**src/rtl/fetch_sequencer_if.sv**
```systemverilog
// Fetch sequencer bus: the imem read port plus the decode-side valid/ready port.
// The master side is the fetch sequencer; the slave side is the imem/decode environment.
interface fetch_sequencer_if #(
    parameter int unsigned ADDR_W  = 64,
    parameter int unsigned INSTR_W = 32
);
    logic               IMemReq;
    logic [ADDR_W-1:0]  IMemAddr;
    logic               IMemAck;
    logic [INSTR_W-1:0] IMemData;
    logic               InstrValid;
    logic [INSTR_W-1:0] Instr;
    logic [ADDR_W-1:0]  InstrPC;
    logic               InstrReady;

    modport master (
        output IMemReq, IMemAddr, InstrValid, Instr, InstrPC,
        input  IMemAck, IMemData, InstrReady
    );

    modport slave (
        input  IMemReq, IMemAddr, InstrValid, Instr, InstrPC,
        output IMemAck, IMemData, InstrReady
    );
endinterface

```
**src/rtl/fetch_sequencer.sv**
```systemverilog
// Instruction fetch sequencer: owns the PC, issues req/ack imem reads, hands each word to
// decode through a valid/ready handshake and applies branch redirects.
// Optional feature: define FETCH_COUNT_EN to add the FetchCount accept counter port.
module fetch_sequencer #(
    parameter int unsigned ADDR_W  = 64,
    parameter int unsigned INSTR_W = 32,
    parameter int unsigned TIMEOUT = 16
) (
    input  logic              CLK,
    input  logic              Reset_L,
    input  logic [ADDR_W-1:0] StartPC,
    input  logic              Redirect,
    input  logic [ADDR_W-1:0] RedirectPC,
    fetch_sequencer_if.master fetch_if,
    output logic              FetchErr
`ifdef FETCH_COUNT_EN
    ,
    output logic [31:0]       FetchCount
`endif
);

    typedef enum logic [1:0] {StIdle, StFetch, StHold, StErr} state_e;

    state_e             state_q, state_d;
    logic [ADDR_W-1:0]  pc_q, pc_d;
    logic [ADDR_W-1:0]  addr_q, addr_d;
    logic [ADDR_W-1:0]  ipc_q, ipc_d;
    logic [INSTR_W-1:0] instr_q, instr_d;
    logic               req_q, req_d;
    logic               valid_q, valid_d;
    logic               err_q, err_d;
    logic               redir_pend_q, redir_pend_d;
    logic [31:0]        timer_q, timer_d;

    logic [ADDR_W-1:0]  redir_pc;
    logic               ack;
    logic               timeout_hit;

    assign redir_pc    = RedirectPC & ~ADDR_W'(3);
    assign ack         = fetch_if.IMemAck;
    // This cycle would be the TIMEOUT-th request cycle without an ack.
    assign timeout_hit = (TIMEOUT != 0) && ((timer_q + 32'd1) == 32'(TIMEOUT));

    // State and datapath registers with synchronous active-low reset.
    always_ff @(posedge CLK) begin
        if (!Reset_L) begin
            state_q      <= StIdle;
            pc_q         <= StartPC & ~ADDR_W'(3);
            addr_q       <= '0;
            ipc_q        <= '0;
            instr_q      <= '0;
            req_q        <= 1'b0;
            valid_q      <= 1'b0;
            err_q        <= 1'b0;
            redir_pend_q <= 1'b0;
            timer_q      <= '0;
        end else begin
            state_q      <= state_d;
            pc_q         <= pc_d;
            addr_q       <= addr_d;
            ipc_q        <= ipc_d;
            instr_q      <= instr_d;
            req_q        <= req_d;
            valid_q      <= valid_d;
            err_q        <= err_d;
            redir_pend_q <= redir_pend_d;
            timer_q      <= timer_d;
        end
    end

    // Next-state decode.
    always_comb begin
        state_d = state_q;
        unique case (state_q)
            StIdle:  state_d = StFetch;
            StFetch: begin
                if (req_q && !ack && timeout_hit) begin
                    state_d = StErr;
                end else if (req_q && ack && !redir_pend_q && !Redirect) begin
                    state_d = StHold;
                end
            end
            StHold:  if (Redirect || fetch_if.InstrReady) state_d = StFetch;
            StErr:   state_d = StErr;
            default: state_d = StIdle;
        endcase
    end

    // Next values of the PC and of every registered output.
    always_comb begin
        pc_d         = pc_q;
        addr_d       = addr_q;
        ipc_d        = ipc_q;
        instr_d      = instr_q;
        req_d        = req_q;
        valid_d      = valid_q;
        err_d        = err_q;
        redir_pend_d = redir_pend_q;
        timer_d      = timer_q;
        unique case (state_q)
            StIdle: begin
                req_d   = 1'b1;
                addr_d  = pc_q;
                timer_d = '0;
            end
            StFetch: begin
                if (!req_q) begin
                    // Re-issue after a dropped response; a redirect here retargets it directly.
                    req_d   = 1'b1;
                    timer_d = '0;
                    if (Redirect) begin
                        pc_d   = redir_pc;
                        addr_d = redir_pc;
                    end else begin
                        addr_d = pc_q;
                    end
                end else if (ack) begin
                    req_d        = 1'b0;
                    timer_d      = '0;
                    redir_pend_d = 1'b0;
                    if (redir_pend_q || Redirect) begin
                        // Stale response: drop it, the PC already (or now) holds the target.
                        if (Redirect) pc_d = redir_pc;
                    end else begin
                        instr_d = fetch_if.IMemData;
                        ipc_d   = pc_q;
                        pc_d    = pc_q + ADDR_W'(4);
                        valid_d = 1'b1;
                    end
                end else if (timeout_hit) begin
                    req_d = 1'b0;
                    err_d = 1'b1;
                end else begin
                    timer_d = timer_q + 32'd1;
                    // Request in flight cannot be aborted; remember to discard its data.
                    if (Redirect) begin
                        redir_pend_d = 1'b1;
                        pc_d         = redir_pc;
                    end
                end
            end
            StHold: begin
                if (Redirect) begin
                    valid_d = 1'b0;
                    pc_d    = redir_pc;
                    addr_d  = redir_pc;
                    req_d   = 1'b1;
                    timer_d = '0;
                end else if (fetch_if.InstrReady) begin
                    valid_d = 1'b0;
                    addr_d  = pc_q;
                    req_d   = 1'b1;
                    timer_d = '0;
                end
            end
            StErr: begin
                req_d   = 1'b0;
                valid_d = 1'b0;
                err_d   = 1'b1;
            end
            default: ;
        endcase
    end

    assign fetch_if.IMemReq    = req_q;
    assign fetch_if.IMemAddr   = addr_q;
    assign fetch_if.InstrValid = valid_q;
    assign fetch_if.Instr      = instr_q;
    assign fetch_if.InstrPC    = ipc_q;
    assign FetchErr            = err_q;

`ifdef FETCH_COUNT_EN
    logic [31:0] count_q;

    // Saturating count of instructions accepted by decode.
    always_ff @(posedge CLK) begin
        if (!Reset_L) begin
            count_q <= '0;
        end else if (state_q == StHold && fetch_if.InstrReady && !Redirect &&
                     count_q != 32'hFFFF_FFFF) begin
            count_q <= count_q + 32'd1;
        end
    end

    assign FetchCount = count_q;
`endif

endmodule

```
**src/flat_wrapper.sv**
```systemverilog
// flat-port wrapper written by rule: the top's interface ports become plain ports
module fetch_sequencer_flat 
#(
    parameter int unsigned ADDR_W  = 64,
    parameter int unsigned INSTR_W = 32,
    parameter int unsigned TIMEOUT = 16
)
  (CLK, Reset_L, StartPC, Redirect, RedirectPC, FetchErr, fetch_if_IMemReq, fetch_if_IMemAddr, fetch_if_InstrValid, fetch_if_Instr, fetch_if_InstrPC, fetch_if_IMemAck, fetch_if_IMemData, fetch_if_InstrReady);
  fetch_sequencer_if #(.ADDR_W(ADDR_W), .INSTR_W(INSTR_W)) fetch_if_i ();
  input  logic CLK;
  input  logic Reset_L;
  input  logic [ADDR_W-1:0] StartPC;
  input  logic Redirect;
  input  logic [ADDR_W-1:0] RedirectPC;
  output logic FetchErr;
  output wire logic [$bits(fetch_if_i.IMemReq)-1:0] fetch_if_IMemReq;
  output wire logic [$bits(fetch_if_i.IMemAddr)-1:0] fetch_if_IMemAddr;
  output wire logic [$bits(fetch_if_i.InstrValid)-1:0] fetch_if_InstrValid;
  output wire logic [$bits(fetch_if_i.Instr)-1:0] fetch_if_Instr;
  output wire logic [$bits(fetch_if_i.InstrPC)-1:0] fetch_if_InstrPC;
  input wire logic [$bits(fetch_if_i.IMemAck)-1:0] fetch_if_IMemAck;
  input wire logic [$bits(fetch_if_i.IMemData)-1:0] fetch_if_IMemData;
  input wire logic [$bits(fetch_if_i.InstrReady)-1:0] fetch_if_InstrReady;
  assign fetch_if_IMemReq = fetch_if_i.IMemReq;
  assign fetch_if_IMemAddr = fetch_if_i.IMemAddr;
  assign fetch_if_InstrValid = fetch_if_i.InstrValid;
  assign fetch_if_Instr = fetch_if_i.Instr;
  assign fetch_if_InstrPC = fetch_if_i.InstrPC;
  assign fetch_if_i.IMemAck = fetch_if_IMemAck;
  assign fetch_if_i.IMemData = fetch_if_IMemData;
  assign fetch_if_i.InstrReady = fetch_if_InstrReady;
  fetch_sequencer #(.ADDR_W(ADDR_W), .INSTR_W(INSTR_W), .TIMEOUT(TIMEOUT)) u_core (.CLK(CLK), .Reset_L(Reset_L), .StartPC(StartPC), .Redirect(Redirect), .RedirectPC(RedirectPC), .fetch_if(fetch_if_i), .FetchErr(FetchErr));
endmodule
```
**config.mk**
```make
export PLATFORM = sky130hd
export DESIGN_NAME = fetch_sequencer_flat
export DESIGN_NICKNAME = d
export VERILOG_FILES = /design/src/rtl/fetch_sequencer_if.sv /design/src/rtl/fetch_sequencer.sv /design/src/flat_wrapper.sv
export SDC_FILE = /design/constraint.sdc
export NUM_CORES = 1
export LEC_CHECK = 0
export CORE_ASPECT_RATIO = 0.75
export CORE_MARGIN = 4
export CORE_UTILIZATION = 50
export CTS_CLUSTER_DIAMETER = 150
export DETAILED_ROUTE_END_ITERATION = 6
export GPL_TIMING_DRIVEN = 0
export PLACE_DENSITY = 0.8
export RECOVER_POWER = 100
export SKIP_CTS_REPAIR_TIMING = 1
export SLEW_MARGIN = 20
export SYNTH_ARGS = -nofsm -noshare
export SYNTH_HDL_FRONTEND = slang
export SYNTH_SLANG_ARGS = --single-unit
export TNS_END_PERCENT = 100
```
**constraint.sdc**
```tcl
create_clock -name CLK -period 8.45 [get_ports CLK]
set_input_delay 2.535 -clock CLK [delete_from_list [all_inputs] [get_ports CLK]]
set_output_delay 2.535 -clock CLK [all_outputs]
set_load 0.005 [all_outputs]
```
==> results.txt, run 1 <==
- Run status: finished with violations
* Violations in the final reports: design-rule violations, max-capacitance violations, max-slew violations
- Worst flop-to-flop path endpoint: u_core.pc_q[53]
- Part of the Yosys area used for sequential elements: around 44%
* Type of origin of the critical path: input pin
* Count of H-tree levels built during CTS: 1
- Footprint of the multi-input gates: 0.00676 sq mm
- Summed over all cells, the static leakage comes to around 6.7 nW.
- Count of unresolved DRC violations after routing: 6
- Critical path data required time: between 8000 and 9000 ps
- The die is 197 um wide.
- Most numerous cell on the critical path: sky130_fd_sc_hd__clkbuf_1
* Async set or reset register ratio after synthesis: 0%
- The most used flip-flop cell after synthesis is sky130_fd_sc_hd__dfxtp_1.
- Number of buffers inserted by port buffering: 323
- Critical Path Fanout Max: between 40 and 50
- Clock tree synthesis found a total of 262 sinks.
* Worst hold path type: reg -> reg
- Fraction of layout cells with a size suffix above 1: 4.20%
- Slowest-stage cell, CP: sky130_fd_sc_hd__clkbuf_1
- The worst register-to-register path begins at u_core.timer_q[10].
- Number of max-cap violations: 3
- The first global-routing pass estimated slightly above 80000 um of wire.
- In the final layout, flip-flops and latches occupy ~0.0059 sq mm.
- For the final database, setup skew stands at 13.1 ps.
* CTS Buffer Depth: 3
- Count of placed standard cells in the final layout, fillers left out: 2397
* Row Count: slightly above 50
* Total routing usage reported by global routing: a little over a third
* Setup WS pre-CTS: 2590 ps
- The die covers 0.0294 sq mm.
- Clock latency on the worst-skew pair, taken at its later pin, is 550 ps.
- Complex-gate fraction of the synthesized area: 21.6%
- In this run the mean area of a mapped cell was 7.96 sq um.
* Fraction of synthesized area in multiplexers: under 10%
* Via/cell ratio: between 6 and 7
- Initial cell density of the core: 51.1%
- Placed Instances: 2345
* Cells after synthesis: roughly 1700
- The count of nets left with antenna violations once routing finished came out at 0.
- Number of global-route vias before repair: between 10000 and 15000
- Crit. Startpoint: Reset_L
* Library cell used as clock root buffer: sky130_fd_sc_hd__clkbuf_16
- Category of the critical setup timing path: in -> reg
* Routability congestion estimate from global placement: approximately 0.99
- CTS Buf Count: 27
- Worst path arrival time: 6920 ps
* Parity-gate share of the synthesized area counting xor and xnor cells: 1.38%
- Static timing analysis puts the maximum clock frequency at 147 MHz.
- Avg WL per Cell: between 20 and 25 um
* R2r setup slk: 2300 ps
- Main combinational cell family by area after synthesis: simple AND/OR/NAND/NOR gates
- Filler cell count: 2129
- Largest net degree at the start of global routing: 48
- Pin placement for this block handled 328 I/O pins.
- The smallest clock period supported by the final layout is computed as 6820 ps.
- The number of antenna violations at the first check in global routing was 5.
- In this design, the stage delay of the slowest critical-path cell is between 2000 and 2500 ps.
- Number of synthesized flops with an enable pin: 62
* Nets in the synthesized netlist: 1849
- After synthesis, the netlist uses 71 different library cells.
- Flip-flop and latch count after synthesis: around 260
* Total power density per cell area: 205 mW/mm^2
* Warnings from Yosys: 0
* Post-DP HPWL: 40600 um
* Critical Path Sink: u_core.pc_q[53]
* Number of nets in the final layout: between 2000 and 2500
- Setup crit end kind: flop
* Area growth from synthesis to final layout: 34.1%
- Final count of pins violating max slew: 58
* Slack of the critical path: 1630 ps
* Starting DRT DRC Count: slightly above 2000
- Number of endpoints failing setup at the final stage: 0
- Floorplan core area: around 0.026 sq mm
* Synthesized-area fraction occupied by adder cells: less than 1%
- Utilization after layout: 68.5%
- Worst-path clk slew: 60 ps
- Critical path cell sequence: dlygate4sd3_1 > clkbuf_1 > clkbuf_1 > nand2_1 > clkbuf_1
- Post-Syn Area: between 0.01 and 0.015 sq mm
- Hold timing on the final database bottoms out at a slack of 451 ps.
* Maximum vdd drop: 0.000172 V
- Summing the areas of all and, or, nand and nor instances in the mapped netlist gives between 20% and 30% of the synthesized area.
* Chip Height: 149 um
- RSZ-0062 raised after global routing: no
* Share of the clock period used by the worst path: about four fifths
- Router iterations before antenna repair: 7
* Cell count of the worst reg-to-reg path: 11
- The routed design has 54500 um of wire.
- After routing, the total negative slack on setup checks comes to 0 ps.
- For the pin with the worst max-slew slack, the measured transition is 2920 ps.
- The number of hold violations in the final report was 0.
- TritonCTS built the clock tree.
* Total number of vias: 15100
* Gr ovfl total: 0
- Slew margin rel.: -94.5%
worst min-delay path by stage:
stage | startpoint | endpoint | slack, ps | depth (start not counted)
2_1_floorplan | u_core.redir_pend_q | u_core.redir_pend_q | 430 | 1
3_3_place_gp | u_core.redir_pend_q | u_core.redir_pend_q | 440 | 1
3_5_place_dp | u_core.fetch_if.Instr[29] | u_core.fetch_if.Instr[29] | 450 | 2
4_1_cts | u_core.fetch_if.InstrPC[34] | u_core.fetch_if.InstrPC[34] | 460 | 2
5_1_grt | u_core.fetch_if.InstrPC[26] | u_core.fetch_if.InstrPC[26] | 470 | 2
6_report | u_core.fetch_if.InstrPC[4] | u_core.fetch_if.InstrPC[4] | 450 | 2
metal layers:
| metal | global-route usage, % | part of all wire (%) | up-vias |
|---|---|---|---|
| met5 | 0 | 0.050 | - |
| met4 | 12.8 | 4.2 | 4 |
| met3 | 11.7 | 15 | 159 |
| met2 | 51.4 | 42 | 1130 |
| met1 | 48.6 | 39 | 7042 |
| li1 | - | - | 6778 |
per-stage QoR:
| step | instance area [sq um] | power [mW] |
|---|---|---|
| 2_1_floorplan | 13300 | 1.99 |
| 3_3_place_gp | 17000 | 2.44 |
| 3_5_place_dp | 17100 | 2.47 |
| 4_1_cts | 17900 | 3.66 |
| 5_1_grt | 17900 | 3.78 |
| 6_report | 17900 | 3.66 |
report_power, final:
part / internal [mW] / switching, mW
clock: 0.684 / 0.528
combinational: 0.352 / 0.504
sequential: 1.45 / 0.140
total: 2.49 / 1.17
sequential cells by signal, summed over array words and instances (netlist names):
register and flops:
u_core.fetch_if.IMemReq 1, u_core.fetch_if.IMemAddr 64, u_core.pc_q 64, u_core.fetch_if.InstrValid 1, u_core.state_q 2, u_core.redir_pend_q 1
u_core.fetch_if.InstrPC 64, u_core.FetchErr 1, u_core.fetch_if.Instr 32, u_core.timer_q 32
critical path, delay by kind of cell:
| kind | cells | cell delay (ps) |
|---|---|---|
| buffers and inverters | 4 | 3570 |
| AND/OR/NAND/NOR | 1 | 720 |
cell usage in the layout (no fill, tap or decap), drive strengths merged, types with 8 or more instances in the layout:
cell type,n
nand2,357
dfxtp,200
dlygate4sd3,166
clkbuf,163
clkdlybuf4s50,157
a21oi,144
nor2,132
nand3,102
o21ai,88
a311oi,71
edfxtp,62
inv,35
nor3,34
nand4,26
nor4,23
buf,19
and3,16
o211ai,16
o2bb2ai,15
xnor2,15
o31ai,14
a31oi,13
mux2,10
and4,9
a211oi,9
a21o,9
mux2i,9
or3,8
o2111ai,8
o22a,8
ha,8
or2,8
cells by family (layout without fill, tap and decap cells):
| group | after synthesis | after routing |
|---|---|---|
| multiplexers | 19 | 19 |
| flip-flops | 262 | 262 |
| AND/OR/NAND/NOR | 748 | 748 |
| XOR/XNOR | 21 | 21 |
| buffers and inverters | 178 | 552 |
| other | 0 | 3 |
| adder cells (fa/ha/maj) | 8 | 8 |
| AO/OA/AOI/OAI | 440 | 440 |
final cells by class:
cell class	count	area share [%]
multi-input combinational	1236	37.8
sequential	262	32.8
timing repair buffer	325	18.1
clock buffer	36	4.19
buffer	144	3.22
tap	344	2.41
inverter	34	0.714
clock inverter	13	0.693
antenna	3	0.0420
synth_stat cells (8+ instances only):
cell | n | area share, %
sky130_fd_sc_hd__nand4_1 | 25 | 1.2
sky130_fd_sc_hd__o2111ai_1 | 8 | 0.53
sky130_fd_sc_hd__o22a_1 | 8 | 0.53
sky130_fd_sc_hd__or3_1 | 8 | 0.38
sky130_fd_sc_hd__inv_1 | 33 | 0.93
sky130_fd_sc_hd__nor4_1 | 21 | 0.98
sky130_fd_sc_hd__buf_2 | 12 | 0.45
sky130_fd_sc_hd__and3_1 | 16 | 0.75
sky130_fd_sc_hd__edfxtp_1 | 62 | 14
sky130_fd_sc_hd__dfxtp_1 | 200 | 30
sky130_fd_sc_hd__buf_1 | 8 | 0.23
sky130_fd_sc_hd__o31ai_1 | 14 | 0.79
sky130_fd_sc_hd__o2bb2ai_1 | 15 | 0.98
sky130_fd_sc_hd__nor2_1 | 132 | 3.7
sky130_fd_sc_hd__a21oi_1 | 143 | 5.4
sky130_fd_sc_hd__mux2i_1 | 9 | 0.68
sky130_fd_sc_hd__a21o_1 | 9 | 0.51
sky130_fd_sc_hd__xnor2_1 | 15 | 0.98
sky130_fd_sc_hd__and4_1 | 9 | 0.59
sky130_fd_sc_hd__nor3_1 | 34 | 1.3
sky130_fd_sc_hd__clkbuf_1 | 121 | 3.4
sky130_fd_sc_hd__nand2_1 | 357 | 10
sky130_fd_sc_hd__o21ai_0 | 85 | 3.2
sky130_fd_sc_hd__nand3_1 | 102 | 3.8
sky130_fd_sc_hd__a31oi_1 | 13 | 0.61
sky130_fd_sc_hd__a311oi_1 | 71 | 4.7
sky130_fd_sc_hd__o211ai_1 | 16 | 0.90
sky130_fd_sc_hd__mux2_2 | 10 | 0.84
sky130_fd_sc_hd__a211oi_1 | 9 | 0.51
sky130_fd_sc_hd__ha_1 | 8 | 0.75
Note: power is estimated with default switching activity, not from simulation.
==> run 2, diff against run 1 <==
--- a/config.mk
+++ b/config.mk
@@ -7,11 +7,11 @@
 export LEC_CHECK = 0
 export CORE_ASPECT_RATIO = 0.75
 export CORE_MARGIN = 4
-export CORE_UTILIZATION = 50
+export CORE_UTILIZATION = 45
 export CTS_CLUSTER_DIAMETER = 150
 export DETAILED_ROUTE_END_ITERATION = 6
 export GPL_TIMING_DRIVEN = 0
-export PLACE_DENSITY = 0.8
+export PLACE_DENSITY = 0.76
 export RECOVER_POWER = 100
 export SKIP_CTS_REPAIR_TIMING = 1
 export SLEW_MARGIN = 20
==> constraint.sdc (replaced) <==
create_clock -name CLK -period 5.8 [get_ports CLK]
set_input_delay 1.74 -clock CLK [delete_from_list [all_inputs] [get_ports CLK]]
set_output_delay 1.74 -clock CLK [all_outputs]
set_load 0.005 [all_outputs]
==> results.txt, run 2 (same netlist as run 1, synthesis figures left out) <==
* Total routing usage reported by global routing: between 30% and 40%
- Clock tree synthesis inserted a total of 27 buffers.
- Global routing finished with a remaining overflow of 0.
* RSZ-0062 raised after global routing: no
- Number of nets with antenna violations after routing: 0
- Utilization after layout: around three fifths
- Subtracting the final worst setup slack from the clock period gives 5130 ps.
* Via/cell ratio: 6.16
- Clock tree from TritonCTS: built
* Number of buffers inserted by port buffering: 323
- For the worst setup path, the data arrival time is 5430 ps.
- Post-route clock skew: 21.7 ps
* Row Count: 54
- Headroom to the max-slew limit came out at 8.57%.
* Count of unresolved DRC violations after routing: 0
* Worst hold path type: reg -> reg
* Fraction of layout cells with a size suffix above 1: 4.15%
* Library cell used as clock root buffer: sky130_fd_sc_hd__clkbuf_16
- On the critical path, the stage with the largest delay is an instance of sky130_fd_sc_hd__nor3_1.
- The pre-antenna-repair detailed-routing pass consisted of 6 iterations.
- Once detailed placement completed, the half-perimeter wirelength came to around 41000 um.
- Critical path data required time: between 6000 and 7000 ps
- Total power after layout: approximately 5.3 mW
* Slew of the pin with the lowest slew margin: approximately 1400 ps
- Type of origin of the critical path: input pin
* CTS Buffer Depth: 3
- Critical path cell sequence: dlygate4sd3_1 > nand2b_1 > nor3_1 > nand3_1 > nor2_1 > nand4_1 > mux2i_1 > o211ai_1 > o21ai_0
- Maximum vdd drop: between 0.0002 and 0.00025 V
- Avg WL per Cell: around 22 um
- Clock-pin slew was measured on the worst setup and hold paths at roughly 70 ps.
- Crit path max-delay family: simple AND/OR/NAND/NOR gates
- After detailed routing, the total wire length is 54300 um.
- The number of global-route vias before repair was ~14000.
- The first global-routing pass estimated 81000 um of wire.
- Number of max-cap violations: 0
- Starting DRT DRC Count: 1872
* Chip Height: 157 um
- The detailed router placed 15100 vias in this run.
- Io pins: 328
- Critical Path Fanout Max: 10
- The worst setup path is of the in -> reg kind.
- The number of hold violations in the final report came to 0.
- The library cell used most frequently in the layout, excluding fill and tap cells, is sky130_fd_sc_hd__nand2_1.
- The later pin in the worst-skew pair is clocked with a latency of 570 ps.
* Setup crit end kind: flop
- In this run the power density over the cells is 295 mW/mm^2.
- The die covers 0.0325 sq mm.
- Routability congestion estimate from global placement: 0.961
- Together, buffers and inverters on the worst path number 1.
* Antenna violations before repair: 3
* Floorplan core area: 0.0291 sq mm
- Reported leakage power: 6.66 nW
* Fmax: 195 MHz
* Share of the clock period used by the worst path: 88.4%
- Number of clock sinks: 262
* Number of nets in the final layout: about 2200
- Setup violations remaining at the end of the flow were counted as 0.
* Initial cell density of the core: 45.8%
* Final count of pins violating max slew: 0
* Largest net degree at the start of global routing: 35
* Run status: completed
- Count of H-tree levels built during CTS: 1
* Slowest cell delay on critical path: around 1100 ps
* Filler cell count: 2565
* Leading cell types in the layout, fill and taps excluded: 356 x sky130_fd_sc_hd__nand2_1, 200 x sky130_fd_sc_hd__dfxtp_1, 166 x sky130_fd_sc_hd__dlygate4sd3_1, 157 x sky130_fd_sc_hd__clkdlybuf4s50_1, 143 x sky130_fd_sc_hd__a21oi_1
* Area growth from synthesis to final layout: 34.5%
- Horizontal extent of the die: between 200 and 250 um
-- run 2: metal layers --
| metal | part of all wire (%) | track usage [%] | up-vias |
|---|---|---|---|
| met1 | 40 | 45.8 | 7061 |
| met5 | 0.037 | 0 | - |
| met2 | 41 | 45.0 | 1075 |
| li1 | - | - | 6782 |
| met3 | 15 | 9.70 | 149 |
| met4 | 4.1 | 11.6 | 2 |
-- run 2: cell type report --
class | instances | area [sq um] | area share, %
multi-input combinational | 1236 | 6780 | 37.8
sequential | 262 | 5870 | 32.7
timing repair buffer | 325 | 3260 | 18.2
clock buffer | 40 | 754 | 4.20
buffer | 144 | 562 | 3.13
tap | 392 | 490 | 2.73
inverter | 34 | 128 | 0.711
clock inverter | 9 | 98.8 | 0.551
antenna | 4 | 10.0 | 0.0558
-- run 2: report_power, final --
part	total [mW]	leakage, nW	internal (mW)	switching (mW)
combinational	1.24	3.98	0.518	0.723
sequential	2.31	2.26	2.11	0.206
clock	1.74	0.421	0.987	0.757
-- run 2: final timing paths --
| kind | startpoint | endpoint | slack, ps | cells past startpoint |
|---|---|---|---|---|
| worst min register to register | u_core.fetch_if.Instr[17] | u_core.fetch_if.Instr[17] | 450 | 2 |
| worst min-delay path | u_core.fetch_if.Instr[17] | u_core.fetch_if.Instr[17] | 450 | 2 |
| worst max register to register | u_core.timer_q[0] | u_core.pc_q[33] | 1000 | 12 |
| worst max-delay path | fetch_if_IMemAck | u_core.pc_q[18] | 670 | 9 |
-- run 2: metrics by stage --
stage | instance area [sq um] | worst slack, ps | TNS [ps] | cells | hold slack [ps]
global route | 17900 | 697 | 0 | 2444 | 464
global placement | 17100 | -556 | -34240 | 2391 | 440
floorplan | 13300 | 1490 | 0 | 1676 | 432
detailed placement | 17100 | 683 | 0 | 2393 | 447
finish | 17900 | 671 | 0 | 2446 | 452
CTS | 18000 | 1270 | 0 | 2442 | 454
-- run 2: tightest hold or removal path, cell delays in order, from the launching register on --
cell	delay (ps)
sky130_fd_sc_hd__dfxtp_1	300
sky130_fd_sc_hd__nand2_1	50
sky130_fd_sc_hd__a21oi_1	50
